<file path="config.mk">
export PLATFORM = sky130hd
export DESIGN_NAME = sig_fetch_responder
export DESIGN_NICKNAME = d
export VERILOG_FILES = /design/src/rtl/sig_fetch_responder.sv
export SDC_FILE = /design/constraint.sdc
export NUM_CORES = 1
export LEC_CHECK = 0
export ABC_AREA = 0
export CAP_MARGIN = 20
export CORE_MARGIN = 2
export CORE_UTILIZATION = 45
export DETAILED_ROUTE_END_ITERATION = 10
export DONT_BUFFER_PORTS = 1
export SYNTH_ARGS = -nofsm -noshare
export SYNTH_HDL_FRONTEND = slang
export SYNTH_SLANG_ARGS = --single-unit
</file>
<file path="constraint.sdc">
create_clock -name clk -period 3.7 [get_ports clk]
set_clock_uncertainty 0.15 [all_clocks]
set_input_delay 0.555 -clock clk [delete_from_list [all_inputs] [get_ports clk]]
set_output_delay 0.555 -clock clk [all_outputs]
set_load 0.01 [all_outputs]
</file>
<file path="src/rtl/sig_fetch_responder.sv">
// Serves a window of BRAM words one per request edge into a held output register.
// Optional RESP_STATS_EN macro adds overrunCount and wordsServed outputs.
module sig_fetch_responder #(
    parameter int unsigned BRAM_DEPTH = 4096,
    parameter int unsigned DATA_W     = 32,
    parameter int unsigned RD_LATENCY = 2,
    localparam int unsigned AW        = $clog2(BRAM_DEPTH)
) (
    input  logic              clk,
    input  logic              resetN,
    input  logic [AW-1:0]     srcBase,
    input  logic [AW:0]       srcLen,
    input  logic              load,
    input  logic              request,
    output logic [DATA_W-1:0] dataOut,
    output logic              dataValid,
    output logic              busy,
    output logic              done,
    output logic              overrun,
    output logic              bramEn,
    output logic [AW-1:0]     bramAddr,
    input  logic [DATA_W-1:0] bramDout
`ifdef RESP_STATS_EN
    ,
    output logic [7:0]        overrunCount,
    output logic [AW:0]       wordsServed
`endif
);

    typedef enum logic [2:0] {
        s_idle,
        s_prefetch,
        s_wait,
        s_ready,
        s_done
    } state_t;

    localparam logic [1:0] WAIT_LAST = 2'(RD_LATENCY - 1);

    state_t        state;
    state_t        state_next;
    logic          req_prev;
    logic          req_edge;
    logic [AW-1:0] addr;
    logic [AW-1:0] addr_next;
    logic [AW:0]   served;
    logic [AW:0]   served_next;
    logic [AW:0]   len;
    logic [1:0]    wait_cnt;

    assign req_edge    = request & ~req_prev;
    assign served_next = served + (AW+1)'(1);
    // Explicit wrap keeps non-power-of-two depths correct.
    assign addr_next   = (addr == AW'(BRAM_DEPTH - 1)) ? '0 : addr + AW'(1);
    assign bramAddr    = addr;

    always_ff @(posedge clk or negedge resetN) begin
        if (!resetN) begin
            state <= s_idle;
        end else begin
            state <= state_next;
        end
    end

    always_comb begin
        state_next = state;
        bramEn     = 1'b0;
        busy       = 1'b0;
        done       = 1'b0;
        case (state)
            s_prefetch: begin
                bramEn     = 1'b1;
                busy       = 1'b1;
                state_next = s_wait;
            end
            s_wait: begin
                busy = 1'b1;
                if (wait_cnt == WAIT_LAST) begin
                    state_next = s_ready;
                end
            end
            s_ready: begin
                if (req_edge) begin
                    state_next = (served_next == len) ? s_done : s_prefetch;
                end
            end
            s_done: begin
                done = 1'b1;
            end
            default: ;
        endcase
        // Load outranks every state, including an in-flight read.
        if (load) begin
            state_next = (srcLen == '0) ? s_done : s_prefetch;
        end
    end

    always_ff @(posedge clk or negedge resetN) begin
        if (!resetN) begin
            req_prev  <= 1'b0;
            addr      <= '0;
            served    <= '0;
            len       <= '0;
            wait_cnt  <= '0;
            dataOut   <= '0;
            dataValid <= 1'b0;
            overrun   <= 1'b0;
        end else begin
            req_prev <= request;
            if (load) begin
                addr      <= srcBase;
                served    <= '0;
                len       <= srcLen;
                wait_cnt  <= '0;
                dataValid <= 1'b0;
                overrun   <= 1'b0;
            end else begin
                case (state)
                    s_prefetch: begin
                        wait_cnt <= '0;
                        if (req_edge) begin
                            overrun <= 1'b1;
                        end
                    end
                    s_wait: begin
                        wait_cnt <= wait_cnt + 2'd1;
                        if (wait_cnt == WAIT_LAST) begin
                            dataOut   <= bramDout;
                            dataValid <= 1'b1;
                        end
                        if (req_edge) begin
                            overrun <= 1'b1;
                        end
                    end
                    s_ready: begin
                        if (req_edge) begin
                            served    <= served_next;
                            dataValid <= 1'b0;
                            if (served_next != len) begin
                                addr <= addr_next;
                            end
                        end
                    end
                    default: ;
                endcase
            end
        end
    end

`ifdef RESP_STATS_EN
    logic [7:0] overrun_cnt;

    always_ff @(posedge clk or negedge resetN) begin
        if (!resetN) begin
            overrun_cnt <= '0;
        end else if (load) begin
            overrun_cnt <= '0;
        end else if (req_edge && busy && (overrun_cnt != '1)) begin
            overrun_cnt <= overrun_cnt + 8'd1;
        end
    end

    assign overrunCount = overrun_cnt;
    assign wordsServed  = served;
`endif

endmodule

</file>
==> metrics.md, run 1 <==
| Metric | Value |
|---|---|
| Kind of launch point of the worst setup path | register |
| Final period demand of the worst path | approximately 3000 ps |
| Sequential element share of the synthesized area | slightly above 50% |
| Relative area change from synthesis to final layout | 8.035% |
| Buffer count from post-CTS setup fixing | 0 |
| Via total after detailed routing | 2737 |
| Post-synthesis average cell area | 10.65 sq um |
| Number of antenna cells inserted | 0 |
| Wire length of the first global-routing pass | between 10000 and 15000 microns |
| Post-CTS resize count | 0 |
| Wire length per cell after detailed routing | 17.60 microns |
| Initial antenna violation count | 0 |
| Total buffers and inverters traversed by the critical path | 0 |
| Core footprint | 8299 sq um |
| Cell type contributing the most total cell area after synthesis | sky130_fd_sc_hd__dfrtp_1 |
| Worst-path clk slew | roughly 80 ps |
| Fill count | between 700 and 800 |
| Static leakage | roughly 1.7 nW |
| Worst relative slew slack | between 40 and 50% |
| Height of the die | 96.83 microns |
| Cell family with the largest share of critical-path delay | simple AND/OR/NAND/NOR gates |
| Number of top-level pins | 110 |
| Largest net degree at the start of global routing | 79 |
| Setup Viol. Count Final | 0 |
| Area of the multi-input gates | 1807 sq um |
| CTS Sinks | approximately 80 |
| Routed WL | approximately 8000 microns |
| Top area cells in the synthesized netlist | sky130_fd_sc_hd__dfrtp_1 50%, sky130_fd_sc_hd__mux2_2 14%, sky130_fd_sc_hd__nor2_1 3.1%, sky130_fd_sc_hd__o21ai_0 2.7%, sky130_fd_sc_hd__xnor2_1 2.5% |
| Post-synthesis instance total | around 360 |
| Pin slew with the least headroom to its limit | around 800 ps |
| Avg Vias per Cell | around 6 |
| Top cells by count, synth | 78 x sky130_fd_sc_hd__dfrtp_1, 47 x sky130_fd_sc_hd__mux2_2, 32 x sky130_fd_sc_hd__nor2_1, 21 x sky130_fd_sc_hd__o21ai_0, 20 x sky130_fd_sc_hd__nand2_1 |
| Power per cell area | between 400 and 500 nW/um^2 |
| Number of remaining DRC errors | 0 |
| Final TNS setup | 0 ps |
| Arr. time, crit path | ~3200 ps |
| Setup repair after global routing missed its margin | no |
| Remaining antenna violation count | 0 |
| FMAX | 324.7 MHz |
| Die area | between 9000 and 10000 sq um |
| Share of final-layout standard cells stronger than drive strength 1 | about a fifth |
| Number of enable flip-flop cells after synthesis | 0 |
| Vias in the first global route | 2831 |
| CTS tree | yes |
| Post-synth cell types | 47 |
| Nature of the critical path endpoint | register |
| Gpl congestion | ~0.88 |
| Post-route cell area | ~4200 sq um |
| Total routing resource utilization after global routing | 18.20% |
| Mapped Area | roughly 3900 sq um |
| Final worst path period share | 83.23% |
| Final layout net count | between 400 and 500 |
| Worst-path maximum fanout | 19 |
| VDD IR-drop max | ~0.30 mV |
| HPWL Detailed | 5535 microns |
| GR Overflow Total | 0 |
| Initial cell density of the core | 46.72% |
| Final Max Tran Viols | 0 |
| Critical setup path kind | reg -> reg |
| Crit path required time | approximately 3800 ps |
| CTS Buf Count | 9 |
| Register area | 1952 sq um |
| Drt pass-1 iters | 4 |
| Cell chain of the critical path | ha_1, nand2_2, or4_4, xnor2_2, nor3_1, and4_1, a21oi_1, o311a_1 |
| Hold Vio Cnt, Final | 0 |
| Share of the synthesized area in the top cell type | between 50% and 60% |
| Commonest register cell after synthesis | sky130_fd_sc_hd__dfrtp_1 |
| Master of the slowest instance on the critical path | sky130_fd_sc_hd__and4_1 |
| Later-pin clock latency in the skew report | around 360 ps |
| H-tree Lvls | 3 |
| Run status | complete, no violations |
| Warning count from the yosys run | 0 |
| Die width | just under 100 microns |
| Net Count, Synth | around 430 |
| Port Buf Inserts | 0 |
| Number of register bits inferred by synthesis | 78 |
| Clk Tree Root Cell | sky130_fd_sc_hd__clkbuf_8 |
| Class of the worst hold path | in -> reg |
| Share of flip-flops with an asynchronous set or reset | 100.0% |
| Cell area reported after detailed placement | between 3000 and 4000 sq um |
| DR iter-0 viols | between 100 and 150 |
| Maximum clock insertion buffer count | 2 |
| Number of max-cap violations | 0 |
| Most common cell in the netlist | sky130_fd_sc_hd__dfrtp_1 |
| Rows | 33 |
| Maximum single-stage delay on the critical path | 610 ps |
==> cells in the final DEF, fill, tap and decap left out, types with 3 or more instances in the layout <==
master                     count
sky130_fd_sc_hd__and3_1        5
sky130_fd_sc_hd__mux2_2       47
sky130_fd_sc_hd__nor3_1        8
sky130_fd_sc_hd__or4_1         4
sky130_fd_sc_hd__ha_1          3
sky130_fd_sc_hd__xnor2_1      11
sky130_fd_sc_hd__clkbuf_8     10
sky130_fd_sc_hd__dfrtp_1      78
sky130_fd_sc_hd__xor2_1       10
sky130_fd_sc_hd__nand4_1       6
sky130_fd_sc_hd__nand3_1      13
sky130_fd_sc_hd__and4_1        3
sky130_fd_sc_hd__a21oi_1      17
sky130_fd_sc_hd__nand2_1      20
sky130_fd_sc_hd__or3_1         8
sky130_fd_sc_hd__nor4_1        4
sky130_fd_sc_hd__o31ai_1       5
sky130_fd_sc_hd__nand4b_1      5
sky130_fd_sc_hd__o21ai_0      21
sky130_fd_sc_hd__a31oi_1      12
sky130_fd_sc_hd__inv_1         6
sky130_fd_sc_hd__nor2_1       32
==> cell families after synthesis <==
| family | after synthesis | share of synthesized area [%] |
|---|---|---|
| simple gates | 117 | 15.75 |
| flops | 78 | 50.34 |
| compound gates | 68 | 10.81 |
| mux | 48 | 13.91 |
| buf+inv | 28 | 3.065 |
| xor+xnor | 22 | 5.163 |
| fa+ha+maj | 3 | 0.9682 |
==> timing repair <==
action | CTS | global route
endpoints found under the setup margin | 0 | 0
endpoints found under the hold margin | 78 | 0
hold buffers | 2 | 0
==> flip-flops by register name, summed over array words and instances (netlist names) <==
register / flops
req_prev: 1
dataOut: 32
wait_cnt: 2
state: 3
dataValid: 1
len: 13
bramAddr: 12
served: 13
overrun: 1
==> routing by layer <==
metal / global-route usage, % / wire length, microns / vias up
met5: 0 / 0 / -
li1: - / - / 1303
met3: 5.925 / 667 / 13
met2: 26.50 / 3693 / 99
met1: 25.08 / 3676 / 1322
met4: 7.476 / 164 / 0
==> stage by stage <==
stage	hold WS (ps)	std cells	power [mW]	util, %	setup WS, ps
after CTS	67.46	466	2.077	50.47	634.6
after detailed placement	111.4	448	1.307	47.23	651.8
final	83.21	466	2.043	50.47	620.3
after global placement	111.2	448	1.298	47.23	708.2
after floorplan	109.4	364	1.258	-	1057
after global routing	59.97	466	2.146	50.47	354.4
==> power breakdown <==
part | internal [mW] | total (mW) | switching [mW]
sequential | 0.956 | 1.09 | 0.133
clock | 0.403 | 0.736 | 0.333
combinational | 0.119 | 0.218 | 0.0992
total | 1.48 | 2.04 | 0.565
==> area by class of cell <==
| cell class | instances | area share, % |
|---|---|---|
| Timing Repair Buffer | 3 | 1.075 |
| Clock buffer | 10 | 3.286 |
| Tap cell | 105 | 3.136 |
| Multi-Input combinational cell | 258 | 43.13 |
| Clock inverter | 6 | 2.240 |
| Inverter | 6 | 0.5376 |
| Sequential cell | 78 | 46.59 |
==> path summary, 6_finish.rpt <==
kind | slack, ps | start | depth (start not counted) | endpoint
min in group asynchronous | 590 | resetN | 2 | bramAddr[8]
setup / recovery | 620 | served[0] | 8 | state[0]
hold reg to reg | 390 | len[11] | 1 | len[11]
hold / removal | 80 | request | 0 | req_prev
max in group asynchronous | 2490 | resetN | 2 | dataOut[13]
setup reg to reg | 620 | served[0] | 8 | state[0]
==> worst reg2reg max path: stages, from the launching register on <==
cell and delay [ps]:
sky130_fd_sc_hd__dfrtp_1 440, sky130_fd_sc_hd__ha_1 290, sky130_fd_sc_hd__nand2_2 130, sky130_fd_sc_hd__or4_4 560, sky130_fd_sc_hd__xnor2_2 150, sky130_fd_sc_hd__nor3_1 170, sky130_fd_sc_hd__and4_1 610, sky130_fd_sc_hd__a21oi_1 140
sky130_fd_sc_hd__o311a_1 340
Note: power is estimated with default switching activity, not from simulation.
==> run 2: changes to the inputs <==
==> constraint.sdc (replaced) <==
create_clock -name clk -period 2.8 [get_ports clk]
set_clock_uncertainty 0.15 [all_clocks]
set_input_delay 0.42 -clock clk [delete_from_list [all_inputs] [get_ports clk]]
set_output_delay 0.42 -clock clk [all_outputs]
set_load 0.01 [all_outputs]
==> metrics.md, run 2 (same netlist as run 1, synthesis figures left out) <==
| Metric | Value |
|---|---|
| Kind of launch point of the worst setup path | register |
| Static leakage | 1.840 nW (+5.3%) |
| HPWL Detailed | 5718 microns (+3.3%) |
| End point of the critical path | bramAddr[1] |
| DR iter-0 viols | 92 (-26%) |
| Flip-flop count of the largest register, all copies and words added | 32 (unchanged) |
| Drt pass-1 iters | 5 (+1) |
| Number of remaining DRC errors | 0 (unchanged) |
| Final period demand of the worst path | 2731 ps (-348.4 ps) |
| CTS Buf Count | 9 (unchanged) |
| Final worst path period share | 97.55% (+14 points) |
| FF-to-FF path depth | 9 (+1) |
| Hold Vio Cnt, Final | 0 (unchanged) |
| Vias in the first global route | 2904 (+2.6%) |
| H-tree Lvls | 3 (unchanged) |
| Rows | 33 (unchanged) |
| Height of the die | 96.83 microns (unchanged) |
| Initial antenna violation count | 0 (unchanged) |
| Fill count | 735 (-1.6%) |
| Setup slack of the most critical reg-to-reg path | 70 ps (-550 ps) |
| Leading cell types in the layout, fill and taps excluded | 76 x sky130_fd_sc_hd__dfrtp_1, 47 x sky130_fd_sc_hd__mux2_2, 32 x sky130_fd_sc_hd__nor2_1 |
| Later-pin clock latency in the skew report | 350 ps (about the same) |
| Crit path required time | 2920 ps (-870 ps) |
| Finished Core Util | 52.83% (+2.4 points) |
| CTS Sinks | 78 (unchanged) |
| Maximum clock insertion buffer count | 2 (unchanged) |
| Core footprint | 8299 sq um (unchanged) |
| Final layout net count | 438 (+4.3%) |
| CTS tree | yes |
| Avg Vias per Cell | 5.917 (+0.75%) |
| Largest reg by FF count | dataOut |
| Arr. time, crit path | 2860 ps (-310 ps) |
| Wire length of the first global-routing pass | 14290 microns (+2.7%) |
| Final Max Tran Viols | 0 (unchanged) |
| Most frequent standard cell in the layout excluding fill and tap cells | sky130_fd_sc_hd__dfrtp_1 |
| VDD IR-drop max | 0.3309 mV (+12%) |
| Setup Viol. Count Final | 0 (unchanged) |
| Class of the worst hold path | in -> reg |
| Setup slack after layout | 68.68 ps (-551.6 ps) |
| Final TNS setup | 0 ps (unchanged) |
| Run status | complete, no violations |
| Die width | 96.83 microns (unchanged) |
| Worst-path maximum fanout | 6 (-13) |
| Pin slew with the least headroom to its limit | 729.8 ps (-67.65 ps) |
| Power per cell area | 594.1 nW/um^2 (+22%) |
| Registers with the most flip-flops | dataOut (32), len (13), served (13) |
| Wire length per cell after detailed routing | 17.50 microns (-0.57%) |
| Routed WL | 8469 microns (+3.3%) |
| Largest net degree at the start of global routing | 79 (unchanged) |
| Number of max-cap violations | 0 (unchanged) |
| GR Overflow Total | 0 (unchanged) |
| Final Power | 2.605 mW (+28%) |
| Total routing resource utilization after global routing | 18.62% (+0.42 points) |
| Via total after detailed routing | 2864 (+4.6%) |
| Number of top-level pins | 110 (unchanged) |
| Port Buf Inserts | 0 (unchanged) |
| Worst Hold Slack | 57.20 ps (-26.02 ps) |
| Relative area change from synthesis to final layout | 13.07% |
| Worst relative slew slack | 51.19% (+4.3 points) |
| Reg-to-reg startpoint | served[1] |
| Die area | 9375 sq um (unchanged) |
| Nature of the critical path endpoint | register |
| Endpoint of the lowest-slack register-to-register path | bramAddr[1] |
| Worst-path clk slew | 80 ps (about the same) |
| Remaining antenna violation count | 0 (unchanged) |
| Clk Tree Root Cell | sky130_fd_sc_hd__clkbuf_8 |
| Critical Path Source | served[1] |
| Number of antenna cells inserted | 0 (unchanged) |
| Initial cell density of the core | 46.72% (unchanged) |
| Share of final-layout standard cells stronger than drive strength 1 | 24.80% (+5.7 points) |
| Setup slack at placement | -11.21 ps (-663.1 ps) |
| FMAX | 366.1 MHz (+13%) |
| Critical setup path kind | reg -> reg |
| Gpl congestion | 0.8455 (-3.4%) |
## run 2: cell count changes in the layout (fill, tap and decap cells not counted), moves of 2 or more
cell                            delta
sky130_fd_sc_hd__buf_4            +14
sky130_fd_sc_hd__clkinvlp_4        +2
sky130_fd_sc_hd__dfrtp_1           -2
sky130_fd_sc_hd__dfrtp_2           +2
sky130_fd_sc_hd__dlygate4sd3_1     +2
## run 2: cell type report
| cell class | count | area (sq um) | area share, % |
|---|---|---|---|
| Clock buffer | 10 | 127.6 | 2.911 |
| Clock inverter | 6 | 70.07 | 1.598 |
| Inverter | 6 | 22.52 | 0.5137 |
| Multi-Input combinational cell | 258 | 1863 | 42.49 |
| Sequential cell | 78 | 1954 | 44.58 |
| Tap cell | 105 | 131.4 | 2.997 |
| Timing Repair Buffer | 21 | 215.2 | 4.909 |
## run 2: worst min path at each step
stage / cells after the start / endpoint / slack [ps] / startpoint
2_1_floorplan: 0 / bramAddr[0] / -30 / resetN
3_3_place_gp: 0 / bramAddr[8] / -20 / resetN
3_5_place_dp: 0 / bramAddr[8] / -20 / resetN
4_1_cts: 1 / bramAddr[7] / 40 / srcBase[7]
5_1_grt: 1 / dataOut[14] / 30 / bramDout[14]
6_report: 1 / bramAddr[7] / 60 / srcBase[7]
## run 2: power breakdown
| group | total (mW) | internal, mW | switching [mW] |
|---|---|---|---|
| registers | 1.44 | 1.26 | 0.173 |
| clock network | 0.854 | 0.417 | 0.438 |
| logic | 0.315 | 0.169 | 0.146 |
| total | 2.60 | 1.85 | 0.756 |
## run 2: repair_timing
action	4_1_cts	5_1_grt
setup buffers	0	3
pin swaps	0	7
setup endpoints to repair	4	5
gates cloned	0	1
gates resized for setup	1	12
endpoints found under the hold margin	97	0
hold buffers	4	0
## run 2: layer usage
metal | GRT usage, % | wire length, microns
met5 | 0 | 0
met3 | 7.659 | 790
met2 | 28.90 | 3934
met4 | 5.634 | 112
met1 | 23.91 | 3631
## run 2: stage by stage
| stage | cell area [sq um] | std cells |
|---|---|---|
| after floorplan | 3877 | 364 |
| after detailed placement | 4023 | 460 |
| after CTS | 4280 | 480 |
| final | 4384 | 484 |
| after global placement | 4023 | 460 |
| after global routing | 4384 | 484 |
## run 2: worst max-delay path, stage by stage (launching register included)
cell and delay, ps:
sky130_fd_sc_hd__dfrtp_1 400, sky130_fd_sc_hd__ha_4 200, sky130_fd_sc_hd__nand2_4 70, sky130_fd_sc_hd__or4_4 570, sky130_fd_sc_hd__xnor2_2 180, sky130_fd_sc_hd__nor3_2 60, sky130_fd_sc_hd__and4_4 210, sky130_fd_sc_hd__buf_12 130
sky130_fd_sc_hd__or4b_4 520, sky130_fd_sc_hd__a31oi_4 160
==> run 3: changes to the inputs <==
--- a/config.mk
+++ b/config.mk
@@ -7,7 +7,6 @@
 export LEC_CHECK = 0
 export ABC_AREA = 0
 export CAP_MARGIN = 20
-export CORE_MARGIN = 2
 export CORE_UTILIZATION = 45
 export DETAILED_ROUTE_END_ITERATION = 10
 export DONT_BUFFER_PORTS = 1
==> constraint.sdc (replaced) <==
create_clock -name clk -period 2.8 [get_ports clk]
set_clock_uncertainty 0.15 [all_clocks]
set_input_delay 0.56 -clock clk [delete_from_list [all_inputs] [get_ports clk]]
set_output_delay 0.56 -clock clk [all_outputs]
set_load 0.01 [all_outputs]
==> metrics.md, run 3 (same netlist as run 1, synthesis figures left out) <==
| Metric | Value |
|---|---|
| Clk Tree Root Cell | sky130_fd_sc_hd__clkbuf_8 |
| Registers with the most flip-flops | dataOut (32), len (13), served (13) |
| HPWL Detailed | 5701 microns (-0.30%) |
| Remaining antenna violation count | 0 (unchanged) |
| Critical setup path kind | reg -> reg |
| Via total after detailed routing | 2831 (-1.2%) |
| Number of remaining DRC errors | 0 (unchanged) |
| Avg Vias per Cell | 5.849 (-1.2%) |
| Run status | complete, no violations |
| Cell Count Post-Placement | 464 (+0.87%) |
| H-tree Lvls | 3 (unchanged) |
| Leading cell types in the layout, fill and taps excluded | 78 x sky130_fd_sc_hd__dfrtp_1, 47 x sky130_fd_sc_hd__mux2_2, 32 x sky130_fd_sc_hd__nor2_1 |
| Relative area change from synthesis to final layout | 12.23% |
| Final layout net count | 438 (unchanged) |
| Number of max-cap violations | 0 (unchanged) |
| Worst relative slew slack | 66.37% (+15 points) |
| Core footprint | 8258 sq um (-0.50%) |
| CTS Buf Count | 9 (unchanged) |
| Port Buf Inserts | 0 (unchanged) |
| Later-pin clock latency in the skew report | 360 ps (about the same) |
| Met3 Track Usage GR | 7.246% (-0.41 points) |
| Nature of the critical path endpoint | register |
| GRT Max-Usage Layer | met2 |
| FMAX | 372.2 MHz (+1.6%) |
| Master of the slowest instance on the critical path | sky130_fd_sc_hd__dfrtp_1 |
| DR iter-0 viols | 98 (+6.5%) |
| Crit path required time | 2890 ps (-30 ps) |
| Finished Layout Cells | 484 (unchanged) |
| Arr. time, crit path | 2780 ps (-80 ps) |
| Kind of launch point of the worst setup path | register |
| Met2 capacity usage during global routing | 31.53% (+2.6 points) |
| VDD IR-drop max | 0.3009 mV (-9.1%) |
| Gpl congestion | 0.8560 (+1.2%) |
| Wire length of the first global-routing pass | 13700 microns (-4.2%) |
| Rows | 33 (unchanged) |
| Initial antenna violation count | 0 (unchanged) |
| Height of the die | 94.83 microns (-2.1%) |
| Final worst path period share | 95.97% (-1.6 points) |
| Routed WL | 8424 microns (-0.53%) |
| Final Max Tran Viols | 0 (unchanged) |
| GR Overflow Total | 0 (unchanged) |
| Number of antenna cells inserted | 0 (unchanged) |
| Hold Vio Cnt, Final | 0 (unchanged) |
| Total routing resource utilization after global routing | 20.17% (+1.6 points) |
| Class of the worst hold path | in -> reg |
| CTS Sinks | 78 (unchanged) |
| Final period demand of the worst path | 2687 ps (-44.26 ps) |
| Cell mode on critical path | sky130_fd_sc_hd__a21oi_1 |
| Cell chain of the critical path | ha_4, and2_1, buf_4, nand2_1, or4_1, a21oi_1, and4_4, a21oi_1, o311a_1 |
| Final Power | 2.700 mW (+3.6%) |
| CTS tree | yes |
| Met1 global-route usage | 25.60% (+1.7 points) |
| Die width | 94.83 microns (-2.1%) |
| Die area | 8992 sq um (-4.1%) |
| Setup Viol. Count Final | 0 (unchanged) |
| Share of final-layout standard cells stronger than drive strength 1 | 24.01% (-0.79 points) |
| Total buffers and inverters traversed by the critical path | 1 (unchanged) |
| Largest net degree at the start of global routing | 79 (unchanged) |
| Worst-path clk slew | 80 ps (about the same) |
| Worst-path maximum fanout | 19 (+13) |
| Flip-flop count of the largest register, all copies and words added | 32 (unchanged) |
| Fill count | 765 (+4.1%) |
| Initial cell density of the core | 46.95% (+0.23 points) |
| Vias in the first global route | 2834 (-2.4%) |
| Drt pass-1 iters | 4 (-1) |
| Number of top-level pins | 110 (unchanged) |
| Static leakage | 1.848 nW (+0.41%) |
| Most frequent standard cell in the layout excluding fill and tap cells | sky130_fd_sc_hd__dfrtp_1 |
| Pin slew with the least headroom to its limit | 499.9 ps (-229.9 ps) |
| Largest reg by FF count | dataOut |
| Worst Hold Slack | 85.66 ps (+28.47 ps) |
| Power per cell area | 620.4 nW/um^2 (+4.4%) |
| Maximum single-stage delay on the critical path | 440 ps (-130 ps) |
| Cell family with the largest share of critical-path delay | simple AND/OR/NAND/NOR gates |
| Wire length per cell after detailed routing | 17.40 microns (-0.53%) |
| Maximum clock insertion buffer count | 2 (unchanged) |
==> run 3: cell count changes in the layout (fill, tap and decap cells not counted), sizes merged <==
cell	change
buf	+3
clkinvlp	-2
dlygate4sd3	-2
bufinv	+1
clkbuf	-1
inv	+1
==> run 3: path summary, 6_finish.rpt <==
path                               endpoint  slack, ps      start  depth (start not counted)
min in group asynchronous       bramAddr[9]        600     resetN                          2
worst max register to register     state[0]        110  served[1]                          9
worst min-delay path               req_prev         90    request                          0
worst min register to register       len[9]        380     len[9]                          1
max in group asynchronous         served[7]       1550     resetN                          2
worst max-delay path               state[0]        110  served[1]                          9
==> run 3: cell type report <==
type	instances	area (sq um)	share of cell area [%]
multi-input cells	258	1844	42.38
clock buffers	10	127.6	2.933
repair buffers	21	180.2	4.140
well taps	105	131.4	3.019
clock inverters	6	93.84	2.156
flip-flops and latches	78	1952	44.85
inverters	6	22.52	0.5175
==> run 3: metal layers <==
metal	part of all wire [%]	vias up
li1	-	1340
met1	45	1370
met2	45	108
met3	7.5	13
met4	1.8	0
met5	0	-
==> run 3: where the power goes <==
group | internal (mW) | switching, mW | leakage (nW) | total [mW]
Combinational | 0.167 | 0.140 | 0.734 | 0.307
Clock | 0.511 | 0.445 | 0.107 | 0.956
Sequential | 1.26 | 0.174 | 1.01 | 1.44
==> run 3: repair_timing <==
| item | CTS | global route |
|---|---|---|
| setup endpoints to repair | 0 | 4 |
| buffers inserted | 0 | 3 |
| hold buffers | 2 | 0 |
| endpoints found under the hold margin | 78 | 0 |
| resized for setup | 0 | 8 |
==> run 3: per-stage QoR <==
step | cell area (sq um) | setup TNS, ps | util (%) | setup slack, ps
6_report | 4352 | 0 | 52.70 | 112.9
5_1_grt | 4352 | -31.26 | 52.70 | -31.26
4_1_cts | 4312 | 0 | 52.21 | 57.13
3_5_place_dp | 4053 | 0 | 49.08 | 73.70
3_3_place_gp | 4053 | 0 | 49.08 | 120.4
2_1_floorplan | 3877 | 0 | - | 156.9
